`src/rtl/motor_emf_filter.sv`:
```
// Per-motor back-EMF conditioner: drops overflowed samples, forms a 2^AVG_SHIFT moving average
// and raises a sticky fault when the filtered magnitude stays above threshold long enough.
module motor_emf_filter #(
    parameter int unsigned AVG_SHIFT = 3,
    parameter int unsigned PERSIST_W = 8
) (
    input  logic                 clk,
    input  logic                 reset,
    input  logic                 emf_ready,
    input  logic [16:0]          emf_in,
    input  logic                 emf_overflow,
    input  logic                 clear,
    input  logic [15:0]          emf_thresh,
    input  logic [PERSIST_W-1:0] persist_lim,
    output logic                 filt_ready,
    output logic                 filt_valid,
    output logic [16:0]          filt_out,
    output logic                 emf_fault,
    output logic [7:0]           ovf_count
);

    localparam int unsigned DEPTH  = 1 << AVG_SHIFT;
    localparam int unsigned SUM_W  = 17 + AVG_SHIFT;
    localparam int unsigned FILL_W = AVG_SHIFT + 1;

    typedef enum logic [0:0] {
        StFill,
        StRun
    } state_e;

    state_e state_q, state_d;

    // Stage 0: captured sample waiting for its overflow qualifier
    logic [16:0] s_data_q;
    logic        s_pend_q;

    logic signed [SUM_W-1:0] sum_q, sum_d;
    logic [AVG_SHIFT-1:0]    wr_ptr_q, wr_ptr_d;
    logic [FILL_W-1:0]       fill_cnt_q, fill_cnt_d;
    logic [PERSIST_W-1:0]    persist_q, persist_d;

    logic [16:0] filt_out_q, filt_out_d;
    logic        filt_ready_q, filt_ready_d;
    logic        filt_valid_q, filt_valid_d;
    logic        emf_fault_q, emf_fault_d;
    logic [7:0]  ovf_count_q, ovf_count_d;

    logic [16:0] win_mem [DEPTH];

    logic                    accept;
    logic                    drop;
    logic [16:0]             evict;
    logic signed [SUM_W-1:0] add_term;
    logic signed [SUM_W-1:0] sub_term;
    logic signed [SUM_W-1:0] new_sum;
    logic [16:0]             new_filt;
    logic [16:0]             filt_mag;
    logic                    over_thresh;
    logic [PERSIST_W-1:0]    lim_eff;

    assign accept = s_pend_q & ~emf_overflow & ~clear;
    assign drop   = s_pend_q & emf_overflow & ~clear;

    // Nothing is evicted until the window has been filled once
    assign evict    = (state_q == StRun) ? win_mem[wr_ptr_q] : 17'd0;
    assign add_term = {{AVG_SHIFT{s_data_q[16]}}, s_data_q};
    assign sub_term = {{AVG_SHIFT{evict[16]}}, evict};
    assign new_sum  = sum_q + add_term - sub_term;

    // Upper bits of the sum are the floor of the mean (arithmetic shift, truncated to 17 bits)
    assign new_filt = new_sum[SUM_W-1:AVG_SHIFT];

    // Magnitude is 17-bit unsigned so that -65536 maps to 65536
    assign filt_mag    = new_filt[16] ? (~new_filt + 17'd1) : new_filt;
    assign over_thresh = filt_mag > {1'b0, emf_thresh};
    assign lim_eff     = (persist_lim == '0) ? PERSIST_W'(1) : persist_lim;

    always_comb begin
        state_d      = state_q;
        sum_d        = sum_q;
        wr_ptr_d     = wr_ptr_q;
        fill_cnt_d   = fill_cnt_q;
        persist_d    = persist_q;
        filt_out_d   = filt_out_q;
        filt_ready_d = 1'b0;
        filt_valid_d = filt_valid_q;
        emf_fault_d  = emf_fault_q;
        ovf_count_d  = ovf_count_q;

        if (clear) begin
            state_d      = StFill;
            sum_d        = '0;
            wr_ptr_d     = '0;
            fill_cnt_d   = '0;
            persist_d    = '0;
            filt_out_d   = '0;
            filt_valid_d = 1'b0;
            emf_fault_d  = 1'b0;
            ovf_count_d  = '0;
        end else if (drop) begin
            if (ovf_count_q != 8'hFF) begin
                ovf_count_d = ovf_count_q + 8'd1;
            end
        end else if (accept) begin
            sum_d        = new_sum;
            wr_ptr_d     = wr_ptr_q + AVG_SHIFT'(1);
            filt_out_d   = new_filt;
            filt_ready_d = 1'b1;

            unique case (state_q)
                StFill: begin
                    fill_cnt_d = fill_cnt_q + FILL_W'(1);
                    if (fill_cnt_d == FILL_W'(DEPTH)) begin
                        state_d      = StRun;
                        filt_valid_d = 1'b1;
                    end
                end
                StRun: begin
                    if (over_thresh) begin
                        if (persist_q != '1) begin
                            persist_d = persist_q + PERSIST_W'(1);
                        end
                    end else begin
                        persist_d = '0;
                    end
                    if (persist_d >= lim_eff) begin
                        emf_fault_d = 1'b1;
                    end
                end
                default: state_d = StFill;
            endcase
        end
    end

    always_ff @(posedge clk or posedge reset) begin
        if (reset) begin
            s_data_q <= '0;
            s_pend_q <= 1'b0;
        end else begin
            s_pend_q <= emf_ready & ~clear;
            if (emf_ready) begin
                s_data_q <= emf_in;
            end
        end
    end

    always_ff @(posedge clk or posedge reset) begin
        if (reset) begin
            state_q      <= StFill;
            sum_q        <= '0;
            wr_ptr_q     <= '0;
            fill_cnt_q   <= '0;
            persist_q    <= '0;
            filt_out_q   <= '0;
            filt_ready_q <= 1'b0;
            filt_valid_q <= 1'b0;
            emf_fault_q  <= 1'b0;
            ovf_count_q  <= '0;
        end else begin
            state_q      <= state_d;
            sum_q        <= sum_d;
            wr_ptr_q     <= wr_ptr_d;
            fill_cnt_q   <= fill_cnt_d;
            persist_q    <= persist_d;
            filt_out_q   <= filt_out_d;
            filt_ready_q <= filt_ready_d;
            filt_valid_q <= filt_valid_d;
            emf_fault_q  <= emf_fault_d;
            ovf_count_q  <= ovf_count_d;
        end
    end

    // Window storage carries no reset; stale entries are never read while filling
    always_ff @(posedge clk) begin
        if (accept) begin
            win_mem[wr_ptr_q] <= s_data_q;
        end
    end

    assign filt_ready = filt_ready_q;
    assign filt_valid = filt_valid_q;
    assign filt_out   = filt_out_q;
    assign emf_fault  = emf_fault_q;
    assign ovf_count  = ovf_count_q;

endmodule

```
`config.mk`:
```
export PLATFORM = sky130hd
export DESIGN_NAME = motor_emf_filter
export DESIGN_NICKNAME = d
export VERILOG_FILES = /design/src/rtl/motor_emf_filter.sv
export SDC_FILE = /design/constraint.sdc
export NUM_CORES = 1
export LEC_CHECK = 0
export CAP_MARGIN = 40
export CORE_ASPECT_RATIO = 0.5
export CORE_MARGIN = 4
export CORE_UTILIZATION = 35
export CTS_CLUSTER_SIZE = 25
export DETAILED_ROUTE_END_ITERATION = 7
export GPL_TIMING_DRIVEN = 0
export MAX_ROUTING_LAYER = met4
export PLACE_DENSITY_LB_ADDON = 0.25
export SYNTH_ARGS = -nofsm -noshare
export SYNTH_HDL_FRONTEND = slang
export SYNTH_SLANG_ARGS = --single-unit
```
`constraint.sdc`:
```
create_clock -name clk -period 7.41 [get_ports clk]
set_clock_uncertainty 0.1 [all_clocks]
set_input_delay 1.8525 -clock clk [delete_from_list [all_inputs] [get_ports clk]]
set_output_delay 1.8525 -clock clk [all_outputs]
set_load 0.01 [all_outputs]
```
# Yosys cells after proc, flatten, opt, wreduce, memory -nomap -nowiden
# Memory sizes are Yosys's and may differ from the RTL's.
# Cells that the tools add are included.
# word_totals
reg_bits	82
ramBits	136
output_inout_bits	28
elab_cells	96
memories	1
# classes
add_sub_neg	7
order_cmp	2
n_eq_ne	5
n_mux	48
bitwise	8
n_reduce_logical	13
# mem_list
memory	words	width	read_ports	rd_ports_with_merged_regs	write_ports	line_no	text
win_mem	8	17	1	0	1	48	logic [16:0] win_mem [DEPTH];
# op_table
op	count
8-bit two-way mux	14
17-bit two-way mux	5
20-bit two-way mux	3
20-bit by 17-bit adder with 20-bit output	1
20-bit by 17-bit subtractor with 20-bit output	1
1-bit two-way mux	19
17-bit by 1-bit adder with 17-bit output, second input constant	1
17-bit by 16-bit greater-than comparator with 1-bit output	1
17-bit NOT	1
8-bit by 1-bit adder with 8-bit output, second input constant	2
4-bit two-way mux	4
8-bit inequality test, second input constant	2
2-bit nonzero test	6
3-bit two-way mux	3
8-bit >= comparator	1
8-bit logical NOT	1
4-bit AND reduction	2
3-bit AND reduction	2
1-bit bitwise AND	5
4-bit by 1-bit adder with 4-bit output, second input constant	1
4-bit equality test, second input constant	1
2-bit inequality test, second input constant	2
2-bit AND reduction	2
3-bit by 1-bit adder with 3-bit output, second input constant	1
1-bit NOT	2

# Logic depth before layout (Yosys ltp)
# Gate-level depths: netlist (run 1).
# An unclocked memory read counts as a cell.
# depth
word_depth	18
depth_mapped	37
ltp_nobuf	35

# Worst setup path before layout (run 1)
# No wires, ideal clock.
# synth_timing
path_kind	register to register
from	reg wr_ptr_q[0]
to	reg emf_fault_q, in the netlist emf_fault
setup_time_ps	138
arrival_ps	7786
path_slack_ps	-614
path_stages_with_launch	34
path_cell_list	dfrtp_1 > buf_1 > buf_1 > mux4_2 > mux2i_1 > nor2b_1 > fa_1 > inv_1 > ha_1 > buf_2 > a21oi_1 > o21ai_0 > a311o_1 > a22oi_1 > or4b_1 > or2_1 > o21ai_0 > xnor2_1 > ha_1 > a2111oi_0 > o211ai_1 > o21a_1 > a21oi_2 > a21o_1 > ha_1 > nand2b_1 > a21o_1 > a21o_1 > a21o_1 > a21o_1 > a21oi_1 > nor2b_1 > o21ai_0 > a211oi_1
# synth_between
elab_chain_cells	15
# synth_lines
element	line_no	text
start: declaration	38	logic [AVG_SHIFT-1:0] wr_ptr_q, wr_ptr_d;
start signal: assignment	162	wr_ptr_q <= wr_ptr_d;
memory read 8 x 17 bit *	--	
17-bit two-way mux *	65	assign evict = (state_q == StRun) ? win_mem[wr_ptr_q] : 17'd0;
20-bit by 17-bit subtractor with 20-bit output *	68	assign new_sum = sum_q + add_term - sub_term;
17-bit NOT	74	assign filt_mag = new_filt[16] ? (~new_filt + 17'd1) : new_filt;
17-bit by 1-bit adder with 17-bit output	74	
17-bit two-way mux *	74	
17-bit by 16-bit greater-than comparator with 1-bit output *	75	assign over_thresh = filt_mag > {1'b0, emf_thresh};
8-bit two-way mux *	119	if (over_thresh) begin
8-bit two-way mux *	110	unique case (state_q)
8-bit two-way mux *	104	end else if (accept) begin
8-bit two-way mux *	100	end else if (drop) begin
8-bit two-way mux *	90	if (clear) begin
8-bit >= comparator *	126	if (persist_d >= lim_eff) begin
2-bit nonzero test (no source line) *	--	
4-bit AND reduction (no source line) *	--	
end signal: assignment	168	emf_fault_q <= emf_fault_d;
end: declaration	45	logic emf_fault_q, emf_fault_d;
# Every way passes the cells marked *; elsewhere a longest branch is shown, timed or not. The select of a mux whose other input is x is not followed.
# A chain may end at the register's enable or synchronous reset.

# Worst setup path after layout (run 1)
# Same ends and word-level chain as after synthesis.

==> metrics list, run 1 <==
* Violation count after the first detailed-route iteration: ~470
- Counting instances, the worst hold path has a depth of 2.
- TritonCTS buffer count: 21
- Maximum clock insertion buffer count: 3
- Worst-Skew Late Latency: 0.51 ns
- On the final layout, the worst hold slack is 0.422 ns.
* Final WL: 28.3 mm
- Number of global-route vias before repair: around 7800
- The critical path is of the reg -> reg type.
- Flop-to-flop setup slack: about 0.036 ns
- Ys async rst share: roughly a third
- Entering global routing, the biggest net connects 36 pins.
* PnR Total Power: between 3 and 4 mW
- Width of the chip: 259 microns
- At the end of routability-driven placement, the weighted congestion stood at about 0.85.
- Achievable Freq: approximately 140 MHz
- After synthesis the netlist holds a flip-flop and latch count of between 200 and 250.
- Most common cell after layout, fill and taps aside: sky130_fd_sc_hd__edfxtp_1
- The startpoint identified for the worst hold timing path is filt_valid.
- Relative contribution of sequential cells to total power: about a third
* Number of synthesized flops with an enable pin: about 140
- Post-placement cell count: between 1000 and 1500
- Top_reg_cell synth: sky130_fd_sc_hd__edfxtp_1
- Sort of element at the start of the critical path: register
- The slowest stage of the critical path belongs to the cell sky130_fd_sc_hd__mux4_2.
- Cells with a size suffix above 1 make up about a quarter of the layout.
* Commonest cells after routing, fill and taps aside: sky130_fd_sc_hd__edfxtp_1 (136), sky130_fd_sc_hd__inv_1 (97), sky130_fd_sc_hd__nand2_1 (79)
* Slew margin rel.: 36.6%
* Total global routing track utilization: about 17%
* Number of max-capacitance violations reported: 0
* First-pass GRT wire length: ~44 mm
- Total overflow reported by the global router: 0
- In this run the static leakage power is between 5 and 6 nW.
* Switching power: 1.29 mW
- After clock tree synthesis, the clock-pin slew on the worst setup and hold paths is about 0.07 ns.
* Number of buffers inserted by hold repair at cts: 0
* Number of diodes: 0
- Post-synth cell types: between 60 and 70
- Avg Inst Size Synth: ~12 sq um
* Reg2Reg Launch Point: wr_ptr_q[0]
- Half-perimeter wire length after detailed placement: between 20 and 25 mm
- Maximum fanout count along the critical path: 8
- Setup TNS: 0 ns
- The initial antenna violation count was 0.
* Hold Fails Final Rpt: 0
- Period Utilization, post-route: 99.5%
* DR WL/cell: about 19 microns
* Post-synthesis to final-layout area growth: 30.7%
- In this run, the clock network consumes 27.3% of the power.
- The flow ran to the end, and the final reports show no timing, DRC or antenna violations.
* Root Driver: sky130_fd_sc_hd__clkbuf_16
- Count of unresolved DRC violations after routing: 0
- On the worst path, the slowest cell contributes a delay of between 0.5 and 0.6 ns.
- I/O pin count: 74
- Counting every net in the synthesized netlist gives around 1000.
- Remaining antenna violation count after routing: 0
- At the worst endpoint, the required time is around 7.7 ns.
- Crit-path most repeated cell: sky130_fd_sc_hd__a21o_1
- The share of total power dissipated in combinational logic is 40.1%.
* Clock tree from TritonCTS: built
* Final Core Density: between 40% and 50%
- Drt first pass iters: 5
- For this design, the sink count on the clock tree is 201.
- The internal portion of the total power is around 2.6 mW.
* Pwr Density: approximately 270 nW/um^2
- The worst register-to-register path has a depth of 34.
* IR Drop Worst-Case VDD: about 0.15 mV
* # setup viols final: 0
- Min-delay worst type: reg -> reg
- Starting Density: roughly 36%
- Sequential cells were found to cover about half of the synthesized design area.
- RSZ-0062 raised after global routing: true
- Max-slew violation count: 0
- For the pin with the worst max-slew slack, the measured transition is between 0.9 and 1 ns.
- Capture point of the worst reg-to-reg path: emf_fault
- Proportion of total power due to net switching: between 30% and 40%
- In this run the number of H-tree levels came out at 1.
- Terminating pin of the worst hold path: filt_valid
* Synthesized instance count: between 900 and 1000
- The worst setup path is captured at a register.
- # port buffers: 71
- Minimum period implied by the final worst setup slack: about 7.4 ns
- Core Region: approximately 30000 sq um
- Die footprint: roughly 35000 sq um
* Total number of nets in the final design: about 1200
* Worst Path Arrival: 7.63 ns
- After the flow finishes, the layout carries non-filler instances totaling around 1500.
- Post-synthesis cell area: 11000 sq um
- Yosys printed 0 warnings.
- The floorplan has 45 rows.
- Routed via count: just under 8000
* Vertical extent of the die: ~130 microns
- Number of vias per cell after detailed routing: 5.06
## cell type report
| class | instances | area (sq um) |
|---|---|---|
| fillers | 2737 | 16200 |
| flip-flops and latches | 201 | 5710 |
| multi-input cells | 580 | 5310 |
| repair buffers | 134 | 1390 |
| clock buffers | 26 | 564 |
| well taps | 423 | 529 |
| inverters | 100 | 378 |
| plain buffers | 49 | 367 |
| clock inverters | 12 | 134 |
## cells in the mapped netlist, types with 7 or more instances
cell type	n	share of area, %
sky130_fd_sc_hd__dfrtp_1	65	15
sky130_fd_sc_hd__a21o_1	14	0.95
sky130_fd_sc_hd__mux2i_1	19	1.7
sky130_fd_sc_hd__o21ai_0	34	1.5
sky130_fd_sc_hd__and2_1	7	0.40
sky130_fd_sc_hd__nand4_1	10	0.57
sky130_fd_sc_hd__nor2b_1	24	1.4
sky130_fd_sc_hd__inv_1	100	3.4
sky130_fd_sc_hd__nand2b_1	8	0.45
sky130_fd_sc_hd__a21oi_1	60	2.7
sky130_fd_sc_hd__ha_1	50	5.7
sky130_fd_sc_hd__xnor2_1	21	1.7
sky130_fd_sc_hd__a211oi_1	7	0.48
sky130_fd_sc_hd__nand3_1	12	0.55
sky130_fd_sc_hd__fa_1	19	3.5
sky130_fd_sc_hd__edfxtp_1	136	37
sky130_fd_sc_hd__nor3_1	8	0.36
sky130_fd_sc_hd__nor2_1	59	2.0
sky130_fd_sc_hd__clkbuf_1	25	0.85
sky130_fd_sc_hd__xor2_1	18	1.4
sky130_fd_sc_hd__mux4_2	34	7.0
sky130_fd_sc_hd__o21a_1	9	0.61
sky130_fd_sc_hd__nand2_1	81	2.8
sky130_fd_sc_hd__buf_4	17	1.2
## how the worst max path moves through the flow
stage | endpoint | slack (ns) | start
after floorplan | emf_fault | 0.04 | wr_ptr_q[2]
after global placement | emf_fault | -1.75 | wr_ptr_q[2]
after detailed placement | emf_fault | -1.61 | wr_ptr_q[2]
after CTS | emf_fault | -0.002 | wr_ptr_q[0]
after global routing | emf_fault | -0.28 | wr_ptr_q[0]
final | emf_fault | 0.04 | wr_ptr_q[0]
## critical path: cells and delay by family (launching register included)
kind                     cells  cell delay [ns]
multiplexers                 2             0.73
adder cells (fa/ha/maj)      4             1.37
XOR/XNOR                     1             0.09
AND/OR/NAND/NOR              5             1.05
buffers and inverters        5             0.63
AO/OA/AOI/OAI               17             2.76
flip-flops                   1             0.47
## sequential cells by signal (all words and copies together), names as in the netlist, 3 cells and up
| register | flops |
|---|---|
| ovf_count | 8 |
| persist_q | 8 |
| win_mem | 136 |
| s_data_q | 17 |
| fill_cnt_q | 4 |
| sum_q | 20 |
| wr_ptr_q | 3 |
## cell families after synthesis
group           share of synthesized area, %
simple gates                            10.7
flops                                   51.9
compound gates                          10.1
buf+inv                                 5.90
fa+ha+maj                               9.14
mux                                     9.20
xor+xnor                                3.10
## power groups by stage
stage	clock, mW	sequential [mW]	combinational [mW]
2_1_floorplan	0	1.27	0.799
3_3_place_gp	0	1.29	1.07
3_5_place_dp	0	1.29	1.09
4_1_cts	1.10	1.27	1.44
5_1_grt	1.13	1.27	1.71
6_report	1.06	1.27	1.56
## routing by layer
layer | part of all wire (%) | GRT usage [%] | vias up
met4 | 1.6 | 2.96 | 0
met3 | 3.4 | 1.92 | 30
met2 | 48 | 27.3 | 142
met1 | 47 | 23.3 | 3904
li1 | - | - | 3635
met5 | 0 | - | -
## metrics by stage
step                      area (sq um)  worst slack, ns
after floorplan                  11000           0.0378
after global placement           12300            -1.75
after detailed placement         12500            -1.61
after CTS                        14100         -0.00217
after global routing             14400           -0.276
final                            14400           0.0363
## what timing repair did
item / CTS / global route
pin swaps: 33 / 18
setup endpoints to repair: 9 / 9
gates resized for setup: 120 / 40
setup buffers: 36 / 15
cloned: 1 / 1
Note: power is estimated with default switching activity, not from simulation.
==> inputs of run 2 (changes only) <==
CORE_MARGIN = 2   (was 4)
PLACE_DENSITY_LB_ADDON = 0.2   (was 0.25)
SLEW_MARGIN = 20   (was default)
==> run 2 against run 1 <==
Net effect:
- the flow now finishes with violations (negative setup slack)
- sequential cell count stayed put
- design area fell by 0.73%
- critical path type unchanged
- sequential power barely moved
- maximum frequency down 0.67%
- clock-buffer cell count grew 5
- critical path depth grew 1
- total power down 2.1%
- register-to-register slack lost 0.05 ns
- worst setup slack got worse by 0.049 ns
==> metrics list, run 2 (same netlist as run 1, synthesis figures left out) <==
* Number of global-route vias before repair: 7648 (-1.4%)
- From synthesis to final layout, the design area changed by 29.7%.
- Hold Fails Final Rpt: 0 (unchanged)
- Critical Path RT: 7.66 ns (about the same)
- Period Utilization, post-route: 100% (+0.67 points)
- Final Wtd Congestion: 0.852 (about the same)
- Starting Density: 35.9% (unchanged)
- The min-delay analysis places its worst path in the category reg -> reg.
- Maximum clock insertion buffer count: 3 (unchanged)
- Crit-path most repeated cell: sky130_fd_sc_hd__a21o_1
- The startpoint identified for the worst hold timing path is persist_q[5].
- Clock tree from TritonCTS: built
- Worst-Skew Late Latency: 0.51 ns (about the same)
* Worst Hold Path Cells: 1 (-1)
* Non-filler instance count after layout: 1525 (unchanged)
* Achievable Freq: 135 MHz (-0.67%)
- DR WL/cell: 18.7 microns (+1.2%)
- The cell count after placement is 1436 (-0.28%).
* Vertical extent of the die: 129 microns (-3.0%)
- The cell area power density is 267 nW/um^2 (-1.4%).
* Largest incremental delay on the critical path: 0.52 ns (about the same)
- The most critical setup path has its startpoint at wr_ptr_q[0].
* Half-perimeter wire length after detailed placement: 20.3 mm (-0.36%)
- The post-layout worst setup margin came to -0.0131 ns (-0.0495 ns).
- The all-layer global routing usage is 18.0% (+1.2 points).
- Total number of nets in the final design: 1203 (+0.083%)
- The final design instance area without fill is 14300 sq um (-0.73%).
* Critical path's slowest cell: sky130_fd_sc_hd__mux4_2
- The initial antenna violation count was 0 (unchanged).
* Total overflow reported by the global router: 0 (unchanged)
- Final WL: 28.6 mm (+1.2%)
* IR Drop Worst-Case VDD: 0.173 mV (+16%)
- First-pass GRT wire length: 43.8 mm (-0.86%)
- The count of standard-cell rows came to 45 (unchanged).
- Most common cell after layout, fill and taps aside: sky130_fd_sc_hd__edfxtp_1
- The placement-stage cell area came to 12400 sq um (-0.81%).
- Routed via count: 7648 (-0.82%)
- The setup path with the least slack is of type reg -> reg.
- Root Driver: sky130_fd_sc_hd__clkbuf_16
- Drt first pass iters: 5 (unchanged)
- Setup repair after global routing could not meet its margin everywhere.
- Worst slew pin tran: 1.01 ns (+0.0765 ns)
- Layout fillers: 2807 (+2.6%)
- I/O pin count: 74 (unchanged)
- The detailed-route vias per instance came to 5.02 (-0.82%).
* FF+latch area: 5710 sq um (unchanged)
* Max FFs per register: 136 (unchanged)
- Biggest registers after layout: win_mem (136), sum_q (20), s_data_q (17)
- # port buffers: 71 (unchanged)
- Number of max-capacitance violations reported: 0 (unchanged)
* Clock sink count: 201 (unchanged)
- H-tree depth: 1 (unchanged)
- Remaining antenna violation count after routing: 0 (unchanged)
* Clock-pin slew of the registers on the worst-case setup and hold paths: 0.06 ns (about the same)
* Run status: finished with violations
- The maximum fanout along the worst path is 5 (-3).
- Largest reg by FF count: win_mem
- # setup viols final: 1 (+1)
- The shortest clock period the worst path allows after layout is 7.42 ns (+0.0495 ns).
- Slew margin rel.: 31.4% (-5.2 points)
* Sort of element at the start of the critical path: register
- The count of pins over their slew limit is 0 (unchanged).
- Maximum number of pins on one net before global-route repair: 37 (+2.8%)
* Number of diodes: 0 (unchanged)
* TritonCTS buffer count: 20 (-4.8%)
- Total area of multi-input combinational cells: 5340 sq um (+0.59%)
* Setup TNS: -0.0131 ns (-0.0131 ns)
- Reg2Reg Launch Point: wr_ptr_q[0]
- The area of the die is 33000 sq um (-4.5%).
- The worst setup path is captured at a register.
- The top cell types in the final layout, fill and taps aside, are sky130_fd_sc_hd__edfxtp_1 (136), sky130_fd_sc_hd__inv_1 (95), sky130_fd_sc_hd__nand2_1 (81).
- The final reports fail on negative setup slack.
- The arrival time of the worst setup path was 7.67 ns (+0.04 ns).
- The violation count after the first detailed-routing iteration came to 614 (+31%).
- Count of unresolved DRC violations after routing: 0 (unchanged)
* PnR Total Power: 3.81 mW (-2.1%)
- Proportion of layout cells with a drive suffix above 1: 24.7% (-0.18 points)
- The placeable core region came to 30600 sq um (unchanged).
* Number of cells traversed by the worst register-to-register path: 35 (+2.9%)
* Leakage power figure: 5.46 nW (-0.78%)
- The die span in x was 255 microns (-1.5%).
-- run 2: path summary, 6_finish.rpt --
path | endpoint | slack, ns
setup reg to reg | emf_fault | -0.01
max in group asynchronous | wr_ptr_q[1] | 5.00
setup / recovery | emf_fault | -0.01
hold reg to reg | persist_q[5] | 0.42
hold / removal | persist_q[5] | 0.42
min in group asynchronous | ovf_count[4] | 1.65
-- run 2: repair_timing --
action / in CTS / in global routing
gates cloned: 2 / 1
resized for setup: 123 / 45
endpoints found under the setup margin: 9 / 9
hold buffers: 0 / 0
setup buffers: 39 / 18
pin swaps: 36 / 21
-- run 2: routing by layer --
layer | track usage, % | routed length (microns) | up-vias
li1 | - | - | 3630
met1 | 25.4 | 13400 | 3818
met2 | 28.0 | 13300 | 173
met3 | 2.83 | 1420 | 27
met4 | 3.23 | 418 | 0
met5 | - | 0 | -
-- run 2: power breakdown --
part / leakage, nW / switching [mW] / internal (mW)
clock: 0.300 / 0.426 / 0.560
combinational: 3.07 / 0.806 / 0.753
sequential: 2.09 / 0.0358 / 1.23
-- run 2: metrics by stage --
stage	worst slack [ns]	utilization [%]	hold slack (ns)
after global placement	-1.81	40.0	0.389
after global routing	-0.295	46.6	0.444
after CTS	-0.0542	45.5	0.420
after floorplan	0.0378	-	0.379
final	-0.0131	46.6	0.417
after detailed placement	-1.66	40.5	0.406
-- run 2: worst max-delay path: cells and delay by family (launching register included) --
kind / cells / cell delay [ns]
mux: 2 / 0.77
xor+xnor: 2 / 0.18
compound gates: 14 / 2.39
fa+ha+maj: 4 / 1.30
simple gates: 8 / 1.42
buf+inv: 5 / 0.59
flops: 1 / 0.49
-- run 2: area by class of cell --
class / count / area share (%)
flip-flops and latches: 201 / 40.0
multi-input cells: 580 / 37.4
repair buffers: 135 / 9.15
clock buffers: 31 / 3.94
well taps: 423 / 3.71
plain buffers: 50 / 2.68
inverters: 100 / 2.65
clock inverters: 5 / 0.447
